## config.mk

```make
export PLATFORM = sky130hd
export DESIGN_NAME = fifo_stream_reader
export DESIGN_NICKNAME = d
export VERILOG_FILES = /design/src/rtl/fifo_stream_reader.sv
export SDC_FILE = /design/constraint.sdc
export NUM_CORES = 1
export LEC_CHECK = 0
export BUFFER_PORTS_ARGS = -buffer_cell sky130_fd_sc_hd__buf_2
export CAP_MARGIN = 30
export CORE_UTILIZATION = 50
export CTS_CLUSTER_DIAMETER = 100
export CTS_CLUSTER_SIZE = 24
export DETAILED_ROUTE_END_ITERATION = 12
export HOLD_SLACK_MARGIN = 0.1
export PLACE_DENSITY = 0.7
export SLEW_MARGIN = 10
export SYNTH_ARGS = -nofsm -noshare
export SYNTH_HDL_FRONTEND = slang
export SYNTH_SLANG_ARGS = --single-unit
```

## constraint.sdc

```tcl
create_clock -name clk -period 2.4 [get_ports clk]
set_input_delay 0.48 -clock clk [delete_from_list [all_inputs] [get_ports clk]]
set_output_delay 0.48 -clock clk [all_outputs]
set_load 0.05 [all_outputs]
```

## src/rtl/fifo_stream_reader.sv

```systemverilog
// fifo_stream_reader: pulls words from a registered-output FIFO and presents
// them as a valid/ready stream with burst framing (m_last) and a beat count.
// Reads are issued on credit: a word already in flight or buffered holds a
// slot, so the 3-entry buffer can absorb every read issued before a stall.
`timescale 1ns/1ps

module fifo_stream_reader #(
  parameter int unsigned DATA_WIDTH = 8,
  parameter int unsigned BURST_LEN  = 4
) (
  input  logic                  clk,
  input  logic                  rst,
  input  logic                  enable,
  input  logic                  fifo_empty,
  input  logic [DATA_WIDTH-1:0] fifo_data,
  output logic                  fifo_r_en,
  output logic [DATA_WIDTH-1:0] m_data,
  output logic                  m_valid,
  input  logic                  m_ready,
  output logic                  m_last,
  output logic [15:0]           word_cnt
);

  localparam int          DEPTH    = 3;
  localparam logic [15:0] BEAT_MAX = 16'(BURST_LEN - 1);

  // Output buffer storage and bookkeeping.
  logic [DATA_WIDTH-1:0] mem_q [DEPTH];
  logic [DATA_WIDTH-1:0] mem_d [DEPTH];
  logic [1:0]            head_q, head_d;
  logic [1:0]            tail_q, tail_d;
  logic [1:0]            count_q, count_d;
  logic                  inflight_q, inflight_d;
  logic [15:0]           beat_q, beat_d;
  logic [15:0]           word_cnt_q, word_cnt_d;

  logic                  capture;
  logic                  accept;
  logic [2:0]            credit_used;

  // Circular pointer step over entries 0, 1, 2.
  function automatic logic [1:0] ptr_inc(input logic [1:0] p);
    return (p == 2'd2) ? 2'd0 : p + 2'd1;
  endfunction

  // Read strobe: issue only while a buffer slot is free for the returning word.
  always_comb begin
    credit_used = {1'b0, count_q} + {2'b00, inflight_q};
    fifo_r_en   = enable & ~fifo_empty & ~rst & (credit_used < 3'd3);
  end

  // Stream outputs straight from the buffer registers.
  always_comb begin
    // NOTE: every always_comb output gets a default first, so no path leaves
    // it unassigned and no latch is inferred.
    m_data = '0;
    for (int i = 0; i < DEPTH; i++) begin
      if (head_q == 2'(i)) m_data = mem_q[i];
    end
    m_valid  = (count_q != 2'd0);
    m_last   = m_valid & (beat_q == BEAT_MAX);
    word_cnt = word_cnt_q;
  end

  // Next-state: capture at the tail, retire at the head, framing counters.
  always_comb begin
    capture    = inflight_q;
    accept     = m_valid & m_ready;

    mem_d      = mem_q;
    head_d     = head_q;
    tail_d     = tail_q;
    count_d    = count_q;
    inflight_d = fifo_r_en;
    beat_d     = beat_q;
    word_cnt_d = word_cnt_q;

    if (capture) begin
      for (int i = 0; i < DEPTH; i++) begin
        if (tail_q == 2'(i)) mem_d[i] = fifo_data;
      end
      tail_d = ptr_inc(tail_q);
    end

    if (accept) begin
      head_d     = ptr_inc(head_q);
      word_cnt_d = word_cnt_q + 16'd1;
      beat_d     = (beat_q == BEAT_MAX) ? 16'd0 : beat_q + 16'd1;
    end

    // Capture and retire in the same cycle cancel out.
    unique case ({capture, accept})
      2'b10:   count_d = count_q + 2'd1;
      2'b01:   count_d = count_q - 2'd1;
      default: count_d = count_q;
    endcase
  end

  // State registers; reset drops buffered words and any word still in flight.
  always_ff @(posedge clk) begin
    if (rst) begin
      // NOTE: the three data entries are reset too, so m_data reads 0 while
      // in reset; a deeper buffer would leave storage unreset and gate m_data.
      for (int i = 0; i < DEPTH; i++) mem_q[i] <= '0;
      head_q     <= 2'd0;
      tail_q     <= 2'd0;
      count_q    <= 2'd0;
      inflight_q <= 1'b0;
      beat_q     <= 16'd0;
      word_cnt_q <= 16'd0;
    end else begin
      // NOTE: non-blocking assignments here so every register samples the
      // pre-edge value of the others, independent of statement order.
      mem_q      <= mem_d;
      head_q     <= head_d;
      tail_q     <= tail_d;
      count_q    <= count_d;
      inflight_q <= inflight_d;
      beat_q     <= beat_d;
      word_cnt_q <= word_cnt_d;
    end
  end

endmodule

```

==> impl_metrics.yaml <==
yosys:
  syn-num-nets: 334
  syn_avg_cell_area_um2: 8.89
  synth_area_mm2: 0.00281
  synth.distinct_cells: 38
  yosysWarnings: 0
  synthCells: 316
  synth-seq-area-share_pct: 44.9
  ys_ff_latch: 63
clock_network:
  tritoncts: "done"
  cts-buffers-inserted: 9
  clk_latency_ns: 0.34
  clkSlewWorstSetupHoldPaths_ns: 0.07
  clock_sinks: 63
  cts_root_buf: "clkbuf_8"
  cts_max_level: 3
  clockBufferDepth: 2
status:
  status: "finished clean"
sta:
  fin_crit_ns: 2.31
  skew_ns: 0.00309
  maxSlewViolCount: 0
  period_share_pct: 96.4
  fmax_mhz: 432
  finalHoldViolations: 0
  max_slew_margin_pct: 58.8
  tns_ns: 0
  setup-violations-final: 0
  worstMarginPinSlew_ns: 0.616
grt:
  grt_overflow_total: 0
  grt_usage_pct: 20.9
  grt_pass1_vias: 2203
  grt_max_degree: 52
  use_met1_pct: 24.3
  grt_util_met3_pct: 4.64
  antenna_found_initial: 0
  grt-busiest-layer: "met2"
  grt_pass1_wl_um: 9820
  gr-usage-met2_pct: 35.6
route:
  drc_errors: 0
  detail-route-antenna-nets: 0
  finalWirelength_um: 5780
  drt_iter0_markers: 102
  wl_per_cell_um: 13.2
  vias: 2308
  dr.pass1.iters: 4
  viasPerCell: 5.28
placed_design:
  hpwl_um: 3920
  place.gp.congestion: 0.801
  placed_area_mm2: 0.00311
  portBuffers: 39
pwr:
  p_per_area_mw_per_mm2: 679
  peakVddDrop_mv: 0.478
  leakage_nw: 1.41
setup_path:
  crit_required_ns: 1.92
  cp_max_fo: 4
  startpoint_type: "register"
  crit_type: "reg -> out"
  worstPathArrival_ns: 1.83
  end_kind: "primary output"
floorplan:
  dieArea_mm2: 0.00592
  rows: 26
  dieHeight_um: 77.0
  ios: 40
  start_util_pct: 53.3
  die-width_um: 77.0
  core_mm2: 0.00527
finish:
  nets: 381
  fillers: 487
  final_cell_area_mm2: 0.00334
  syn2layout_area_growth_pct: 18.8
  multi_input_area_mm2: 0.00147
  drive_above_1_share_pct: 19.9
  diodes: 0
  regArea_mm2: 0.00126
min_path:
  holdCritPathClass: "in -> reg"
job:
  maxCapViolations: 0
[per-layer routing]
metal,share of wire (%),vias to the layer above
li1,-,1180
met1,47,1068
met2,47,49
met3,3.8,11
met4,1.4,0
met5,0,-
[cell usage in the layout, fill, tap and decap left out, types with 8 or more instances in the layout]
master	n
dfxtp_1	62
xor2_1	11
nor2_1	55
nand4_1	8
mux2i_1	32
buf_4	12
nand2_1	28
buf_2	37
nor4_1	8
clkbuf_8	11
xnor2_1	14
o21ai_1	8
a21oi_1	14
[registers in the layout (all words and copies together), names as in the netlist]
name,cells
word_cnt,16
count_q,2
mem_q,24
beat_q,16
head_q,2
tail_q,2
capture,1
[critical path, cell delays in order, from the launching register on]
cell	delay (ns)
dfxtp_2	0.34
ha_1	0.19
ha_1	0.18
or4b_4	0.49
a21oi_2	0.13
buf_6	0.17
[per-stage QoR]
step	std cells	utilization [%]	setup WS [ns]	power, W	hold WS [ns]
3_5_place_dp	420	59.0	0.192	0.00138	0.482
6_report	437	63.3	0.0854	0.00227	0.408
4_1_cts	435	63.0	0.0689	0.00229	0.398
3_3_place_gp	420	59.0	0.237	0.00137	0.474
2_1_floorplan	316	-	0.170	0.00130	0.452
5_1_grt	437	63.3	-0.00906	0.00235	0.414
[kinds of logic after synthesis]
kind of cell | after synthesis | share of synthesized area [%]
muxes | 33 | 11.8
xor gates and xnor gates | 25 | 7.80
buffers and inverters | 22 | 3.07
and+or+nand+nor | 133 | 22.7
AOI/OAI and AO/OA | 35 | 7.48
DFF | 63 | 44.9
adders and majority gates | 5 | 2.23
[Yosys cell counts (all sizes together)]
cell type  instances  area share [%]
o31ai              2            0.53
xor2              11             3.4
nor2b              3            0.67
or4b               1            0.36
or2                2            0.45
buf                5            0.80
o211ai             1            0.45
nor4b              1            0.31
nor2              55             7.3
and4               3            0.94
a31o               1            0.31
mux2               1            0.40
o21bai             1            0.27
clkbuf            10             1.3
and4b              1            0.36
nor4               9             2.2
o21ai             12             2.1
or4                2            0.53
dfxtp             63              45
mux2i             32              11
inv                7            0.94
nand2b             1            0.22
a21oi             15             2.7
nand3              5            0.89
xnor2             14             4.4
or3                4            0.89
ha                 5             2.2
and2               1            0.22
o2111a             2            0.80
nand2             28             3.7
nand4              8             1.8
o2111ai            1            0.31
nor3               7             1.2
nand3b             2            0.53
[layout make-up]
type / count / area share (%)
multi-input cells: 231 / 44.0
flip-flops and latches: 63 / 37.8
clock inverters: 3 / 1.27
repair buffers: 51 / 8.81
clock buffers: 12 / 4.65
well taps: 70 / 2.62
inverters: 7 / 0.787
[report_power, final]
part	switching (W)	internal (W)	total [W]
Sequential	0.0000164	0.00107	0.00109
Combinational	0.000176	0.0000906	0.000267
Clock	0.000384	0.000529	0.000913
[timing repair]
item                       4_1_cts  5_1_grt
gates resized for setup          4        1
cloned                           0        0
setup buffers                    0        2
setup endpoints to repair        1        1
pin swaps                        0        1
hold buffers                     0        0
[path summary, 6_finish.rpt]
check,startpoint,end,slack [ns],cells after the start
worst min-delay path,fifo_data[6],mem_q[22],0.41,3
worst max-delay path,capture,fifo_r_en,0.09,5
worst min register to register,mem_q[20],mem_q[20],0.49,2
worst max register to register,count_q[0],count_q[1],0.31,6
Power figures use the tool's default switching activity.
